===== src/rtl/i2c_master_burst_if.sv =====
// Host command/stream and pad signals of the burst I2C master, grouped as one bundle.
// The master modport is the controller block; the slave modport is the host plus pad side.
interface i2c_master_burst_if #(
    parameter int LEN_W = 4
);
    logic             start;
    logic [6:0]       addr_in;
    logic             write;
    logic [LEN_W-1:0] len_in;
    logic [7:0]       wr_data;
    logic             wr_valid;
    logic             wr_ready;
    logic [7:0]       rd_data;
    logic             rd_valid;
    logic             sda_in;
    logic             i2c_sda_out;
    logic             i2c_scl_out;
    logic             busy;
    logic             done;
    logic             nack_err;

    modport master (
        input  start, addr_in, write, len_in, wr_data, wr_valid, sda_in,
        output wr_ready, rd_data, rd_valid, i2c_sda_out, i2c_scl_out, busy, done, nack_err
    );

    modport slave (
        output start, addr_in, write, len_in, wr_data, wr_valid, sda_in,
        input  wr_ready, rd_data, rd_valid, i2c_sda_out, i2c_scl_out, busy, done, nack_err
    );
endinterface


===== src/rtl/i2c_master_burst.sv =====
// I2C master with 7-bit address, write/read bursts, slave-NACK abort; frame = 4*CLK_DIV*(2+9*(1+len)) clocks.
// Write data stalls the bus with SCL held low in P0 until wr_valid; reads are never backpressured.
module i2c_master_burst #(
    parameter int CLK_DIV = 125,
    parameter int LEN_W   = 4
) (
    input  logic                  clk_in,
    input  logic                  reset_in,
    i2c_master_burst_if.master    bus
);

    localparam int             QW   = $clog2(CLK_DIV);
    localparam logic [QW-1:0]  QMAX = QW'(CLK_DIV - 1);

    typedef enum logic [3:0] {
        S_IDLE,
        S_START,
        S_ADDR,
        S_AACK,
        S_WDATA,
        S_WACK,
        S_RDATA,
        S_RACK,
        S_STOP
    } state_t;

    state_t           state;
    state_t           state_nxt;

    logic [QW-1:0]    qcnt;
    logic [1:0]       phase;
    logic [2:0]       bitcnt;
    logic [LEN_W-1:0] bytecnt;
    logic [7:0]       shreg;
    logic             write_q;
    logic             have_byte;
    logic             ack_smp;
    logic             done_q;
    logic             nack_q;
    logic             rd_valid_q;
    logic [7:0]       rd_data_q;

    logic             tick;
    logic             wr_ready_c;
    logic             stall;
    logic             p_end;
    logic             cell_end;
    logic             sample;
    logic             xfer;
    logic             scl_c;
    logic             sda_c;

    assign tick       = (qcnt == QMAX);
    assign wr_ready_c = (state == S_WDATA) && !have_byte;
    assign stall      = wr_ready_c && !bus.wr_valid;
    assign p_end      = tick && !stall;
    assign cell_end   = p_end && (phase == 2'd3);
    assign sample     = p_end && (phase == 2'd2);
    assign xfer       = wr_ready_c && bus.wr_valid;

    always_ff @(posedge clk_in) begin
        if (reset_in) begin
            state <= S_IDLE;
        end else begin
            state <= state_nxt;
        end
    end

    always_comb begin
        state_nxt = state;
        scl_c     = 1'b1;
        sda_c     = 1'b1;
        case (state)
            S_IDLE: begin
                if (bus.start) begin
                    state_nxt = S_START;
                end
            end
            S_START: begin
                sda_c = !phase[1];
                if (cell_end) begin
                    state_nxt = S_ADDR;
                end
            end
            S_ADDR: begin
                scl_c = phase[1];
                sda_c = shreg[7];
                if (cell_end && bitcnt == 3'd7) begin
                    state_nxt = S_AACK;
                end
            end
            S_AACK: begin
                scl_c = phase[1];
                if (cell_end) begin
                    if (ack_smp || bytecnt == '0) begin
                        state_nxt = S_STOP;
                    end else if (write_q) begin
                        state_nxt = S_WDATA;
                    end else begin
                        state_nxt = S_RDATA;
                    end
                end
            end
            S_WDATA: begin
                // SDA stays released until the byte is in hand; SCL is low so this is not a bus event.
                scl_c = phase[1];
                sda_c = have_byte ? shreg[7] : 1'b1;
                if (cell_end && bitcnt == 3'd7) begin
                    state_nxt = S_WACK;
                end
            end
            S_WACK: begin
                scl_c = phase[1];
                if (cell_end) begin
                    if (ack_smp || bytecnt == LEN_W'(1)) begin
                        state_nxt = S_STOP;
                    end else begin
                        state_nxt = S_WDATA;
                    end
                end
            end
            S_RDATA: begin
                scl_c = phase[1];
                if (cell_end && bitcnt == 3'd7) begin
                    state_nxt = S_RACK;
                end
            end
            S_RACK: begin
                scl_c = phase[1];
                sda_c = (bytecnt == LEN_W'(1));
                if (cell_end) begin
                    if (bytecnt == LEN_W'(1)) begin
                        state_nxt = S_STOP;
                    end else begin
                        state_nxt = S_RDATA;
                    end
                end
            end
            S_STOP: begin
                scl_c = phase[1];
                sda_c = (phase == 2'd3);
                if (cell_end) begin
                    state_nxt = S_IDLE;
                end
            end
            default: begin
                state_nxt = S_IDLE;
            end
        endcase
    end

    always_ff @(posedge clk_in) begin
        if (reset_in) begin
            qcnt       <= '0;
            phase      <= 2'd0;
            bitcnt     <= 3'd0;
            bytecnt    <= '0;
            shreg      <= 8'd0;
            write_q    <= 1'b0;
            have_byte  <= 1'b0;
            ack_smp    <= 1'b0;
            done_q     <= 1'b0;
            nack_q     <= 1'b0;
            rd_valid_q <= 1'b0;
            rd_data_q  <= 8'd0;
        end else begin
            done_q     <= 1'b0;
            rd_valid_q <= 1'b0;
            if (state == S_IDLE) begin
                qcnt   <= '0;
                phase  <= 2'd0;
                bitcnt <= 3'd0;
                if (bus.start) begin
                    write_q   <= bus.write;
                    bytecnt   <= bus.len_in;
                    shreg     <= {bus.addr_in, ~bus.write};
                    have_byte <= 1'b0;
                    nack_q    <= 1'b0;
                end
            end else begin
                if (!stall) begin
                    qcnt <= tick ? '0 : qcnt + QW'(1);
                end
                if (p_end) begin
                    phase <= phase + 2'd1;
                end
                if (sample) begin
                    ack_smp <= bus.sda_in;
                    if (state == S_RDATA) begin
                        shreg <= {shreg[6:0], bus.sda_in};
                        if (bitcnt == 3'd7) begin
                            rd_data_q  <= {shreg[6:0], bus.sda_in};
                            rd_valid_q <= 1'b1;
                        end
                    end
                end
                if (xfer) begin
                    shreg     <= bus.wr_data;
                    have_byte <= 1'b1;
                end
                if (cell_end) begin
                    case (state)
                        S_ADDR, S_WDATA: begin
                            shreg  <= {shreg[6:0], 1'b0};
                            bitcnt <= bitcnt + 3'd1;
                        end
                        S_RDATA: begin
                            bitcnt <= bitcnt + 3'd1;
                        end
                        S_AACK: begin
                            have_byte <= 1'b0;
                            if (ack_smp) begin
                                nack_q <= 1'b1;
                            end
                        end
                        S_WACK: begin
                            have_byte <= 1'b0;
                            bytecnt   <= bytecnt - LEN_W'(1);
                            if (ack_smp) begin
                                nack_q <= 1'b1;
                            end
                        end
                        S_RACK: begin
                            bytecnt <= bytecnt - LEN_W'(1);
                        end
                        S_STOP: begin
                            done_q <= 1'b1;
                        end
                        default: begin
                        end
                    endcase
                end
            end
        end
    end

    assign bus.i2c_scl_out = scl_c;
    assign bus.i2c_sda_out = sda_c;
    assign bus.wr_ready    = wr_ready_c;
    assign bus.busy        = (state != S_IDLE);
    assign bus.done        = done_q;
    assign bus.nack_err    = nack_q;
    assign bus.rd_valid    = rd_valid_q;
    assign bus.rd_data     = rd_data_q;

endmodule


===== src/flat_wrapper.sv =====
// flat-port wrapper written by rule: the top's interface ports become plain ports
module i2c_master_burst_flat 
#(
    parameter int CLK_DIV = 125,
    parameter int LEN_W   = 4
)
  (clk_in, reset_in, bus_start, bus_addr_in, bus_write, bus_len_in, bus_wr_data, bus_wr_valid, bus_sda_in, bus_wr_ready, bus_rd_data, bus_rd_valid, bus_i2c_sda_out, bus_i2c_scl_out, bus_busy, bus_done, bus_nack_err);
  i2c_master_burst_if #(.LEN_W(LEN_W)) bus_i ();
  input  logic clk_in;
  input  logic reset_in;
  input wire logic [$bits(bus_i.start)-1:0] bus_start;
  input wire logic [$bits(bus_i.addr_in)-1:0] bus_addr_in;
  input wire logic [$bits(bus_i.write)-1:0] bus_write;
  input wire logic [$bits(bus_i.len_in)-1:0] bus_len_in;
  input wire logic [$bits(bus_i.wr_data)-1:0] bus_wr_data;
  input wire logic [$bits(bus_i.wr_valid)-1:0] bus_wr_valid;
  input wire logic [$bits(bus_i.sda_in)-1:0] bus_sda_in;
  output wire logic [$bits(bus_i.wr_ready)-1:0] bus_wr_ready;
  output wire logic [$bits(bus_i.rd_data)-1:0] bus_rd_data;
  output wire logic [$bits(bus_i.rd_valid)-1:0] bus_rd_valid;
  output wire logic [$bits(bus_i.i2c_sda_out)-1:0] bus_i2c_sda_out;
  output wire logic [$bits(bus_i.i2c_scl_out)-1:0] bus_i2c_scl_out;
  output wire logic [$bits(bus_i.busy)-1:0] bus_busy;
  output wire logic [$bits(bus_i.done)-1:0] bus_done;
  output wire logic [$bits(bus_i.nack_err)-1:0] bus_nack_err;
  assign bus_i.start = bus_start;
  assign bus_i.addr_in = bus_addr_in;
  assign bus_i.write = bus_write;
  assign bus_i.len_in = bus_len_in;
  assign bus_i.wr_data = bus_wr_data;
  assign bus_i.wr_valid = bus_wr_valid;
  assign bus_i.sda_in = bus_sda_in;
  assign bus_wr_ready = bus_i.wr_ready;
  assign bus_rd_data = bus_i.rd_data;
  assign bus_rd_valid = bus_i.rd_valid;
  assign bus_i2c_sda_out = bus_i.i2c_sda_out;
  assign bus_i2c_scl_out = bus_i.i2c_scl_out;
  assign bus_busy = bus_i.busy;
  assign bus_done = bus_i.done;
  assign bus_nack_err = bus_i.nack_err;
  i2c_master_burst #(.CLK_DIV(CLK_DIV), .LEN_W(LEN_W)) u_core (.clk_in(clk_in), .reset_in(reset_in), .bus(bus_i));
endmodule

===== config.mk =====
export PLATFORM = sky130hd
export DESIGN_NAME = i2c_master_burst_flat
export DESIGN_NICKNAME = d
export VERILOG_FILES = /design/src/rtl/i2c_master_burst_if.sv /design/src/rtl/i2c_master_burst.sv /design/src/flat_wrapper.sv
export SDC_FILE = /design/constraint.sdc
export NUM_CORES = 1
export LEC_CHECK = 0
export ABC_AREA = 1
export ABC_CLOCK_PERIOD_IN_PS = 2400
export CORE_ASPECT_RATIO = 1.5
export CORE_UTILIZATION = 54
export DETAILED_ROUTE_END_ITERATION = 7
export PLACE_DENSITY = 0.8
export REMOVE_ABC_BUFFERS = 1
export SLEW_MARGIN = 25
export SYNTH_ARGS = -nofsm -noshare
export SYNTH_HDL_FRONTEND = slang
export SYNTH_SLANG_ARGS = --single-unit

===== constraint.sdc =====
create_clock -name clk_in -period 2.4 [get_ports clk_in]
set_input_delay 0.48 -clock clk_in [delete_from_list [all_inputs] [get_ports clk_in]]
set_output_delay 0.48 -clock clk_in [all_outputs]
set_load 0.05 [all_outputs]

==> metrics <==
status completed; Routed WL 6750 µm; Worst R2R Setup Slack 540 ps; Post-Route Setup TNS 0 ps; final setup fails 0; ys flop type dfxtp_1; initial antenna violation count 0; core area 0.00458 mm²; MaxCap Viol Count 0; fmax 423 MHz; worst rel slew slack 66.2%; placed instance count 503; Flop pwr share 35.5%; clk buf depth 2; top cell type's share of synthesized area 32.2%; Sw Share 42.9%; setup ws final 37.1 ps; Yosys top cell by area dfxtp_1; Max Slew Vio Count 0; Starting Density 57.1%; die area 0.00513 mm²; CTS buffer count 5; Vert. Die Dim 87.2 µm; final worst-path cycle share 98.5%; via count 2751; FF+latch count, synth 42; synth warn 0; hold depth 2; Seq/Total Area, Yosys 32.2%; Worst-Skew Late Latency 300 ps; first-pass GRT wire length 11300 µm; Final Critical Period 2360 ps; Required @ worst endpoint 1920 ps; Startpoint Class flop; crit path max fanout 4; Mapped Cells 402; Port Buffers 39; Final Hold Fails 0; Post-synth EDFFs 0; Worst-Margin Slew 505 ps; most common cell after layout, fill and taps aside nand2_1; Fin Clk Skew 7.09 ps; Final Cell Area 0.00322 mm²; Hold Crit Class reg2reg; diodes inserted 0; crit path DAT 1880 ps; Syn Std Cell Area 0.00262 mm²; clock slew at reported path FFs 90 ps; initial detailed-routing violation count 168; Async SR Flop Fraction 0%; power share of the clock group 20.9%; logic gate share of total power 43.5%; Rows 30; htree depth 2; hpwl dp 5120 µm; Design Power 2.75 mW; number of global-route vias before repair 2573; Avg Cell Area, Syn 6.50 µm²; RSZ-0062 raised after global routing false; clock sink count 42; clk root buf clkbuf_8; r2r worst-path depth 9; total congestion overflow 0; CTS tree yes; leakage power 1.48 nW; Util after Layout 70.3%; DRC Markers 0; dpl cell area 0.00310 mm²; Max VDD drop 695 µV; non-filler cells, final 511; area grow syn2layout 23.1%; Synth area leaders dfxtp_1, nand2_1, nor2_1; Layout Nets 480; FILL cells 424; Setup WS pre-CTS 198 ps; DR vias/cell 5.38; Pwr Density 854 mW/mm²; routability cong. 0.871; Unique masters post-synth 39; drt pass-1 iters 5; die width 58.8 µm; commonest cells after routing, fill and taps aside nand2_1, nor2_1, inv_1, dfxtp_1, clkdlybuf4s50_1; largest net degree at the start of global routing 20; internal power 1.57 mW; Avg WL per Cell 13.2 µm; CP Capture Type output port; Fin Hold WS 453 ps; ratio of cells with drive above 1 in the final layout 10.5%; Psw 1.18 mW; critical path class reg2out; # IOs 40; Final ANT Viol Nets 0; Tot GR Track Use 29.0%
==> registers in the layout (all words and copies together), names as in the netlist <==
signal	flops
u_core.bytecnt	4
u_core.shreg	8
u_core.bus.done	1
u_core.ack_smp	1
u_core.bus.nack_err	1
u_core.have_byte	1
u_core.bus.rd_data	8
u_core.write_q	1
u_core.phase	2
u_core.bus.rd_valid	1
u_core.state	4
u_core.bitcnt	3
u_core.qcnt	7
==> worst paths after layout <==
check	startpoint	to
worst min register to register	u_core.bitcnt[2]$_SDFFE_PP0P_	u_core.bitcnt[2]$_SDFFE_PP0P_
worst max register to register	u_core.qcnt[0]$_SDFFE_PP0N_	u_core.bitcnt[1]$_SDFFE_PP0P_
worst min-delay path	u_core.bitcnt[2]$_SDFFE_PP0P_	u_core.bitcnt[2]$_SDFFE_PP0P_
worst max-delay path	u_core.bytecnt[1]$_SDFFE_PP0P_	bus_i2c_sda_out
==> Yosys cell counts, types with 2 or more instances <==
master / n
a211oi_1: 2
a21oi_1: 25
a31oi_1: 2
buf_1: 2
buf_2: 2
clkbuf_1: 4
dfxtp_1: 42
ha_1: 9
inv_1: 47
inv_2: 4
nand2_1: 100
nand2_2: 6
nand3_1: 20
nand4_1: 10
nor2_1: 51
nor2_2: 2
nor2_4: 4
nor3_1: 5
nor3b_1: 2
o211ai_1: 3
o21ai_0: 34
o21ai_1: 8
xor2_1: 2
==> critical path: stages (launching register included) <==
cell	delay [ps]
dfxtp_2	340
inv_1	80
ha_1	190
nand3_1	130
inv_1	60
nand2_1	100
nand2_1	60
a211oi_1	220
o211ai_1	210
buf_12	190
==> final cells by class <==
class	count	area, µm²	share of cell area, %
Timing Repair Buffer	46	445	13.8
Clock buffer	5	68.8	2.14
Clock inverter	3	43.8	1.36
Inverter	52	195	6.06
Sequential cell	42	847	26.3
Tap cell	64	80.1	2.49
Multi-Input combinational cell	299	1540	47.8
==> cells by family after synthesis <==
group,Yosys count,share of synthesized area [%]
xor+xnor,3,1.00
simple gates,210,38.0
buf+inv,61,9.00
flops,42,32.2
fa+ha+maj,9,4.31
compound gates,77,15.6
==> repair_timing <==
item,4_1_cts,5_1_grt
hold endpoints to repair,0,0
pin swaps,1,1
resized for setup,3,2
hold buffers,0,0
setup endpoints to repair,1,1
buffers inserted,0,0
==> power by group through the flow <==
| stage | logic, mW | clock network (mW) | registers, mW |
|---|---|---|---|
| after CTS | 1.19 | 0.585 | 0.966 |
| after global placement | 1.16 | 0 | 0.977 |
| final | 1.20 | 0.576 | 0.976 |
| after global routing | 1.34 | 0.621 | 0.989 |
| after detailed placement | 1.18 | 0 | 0.977 |
| after floorplan | 0.834 | 0 | 0.924 |
==> routing by layer <==
metal,wire length [µm],vias up,global-route usage (%)
li1,-,1389,-
met1,2640,1254,31.7
met2,3590,91,53.0
met3,328,17,4.75
met4,193,0,13.6
met5,0,-,0
(Power assumes the default switching activity.)
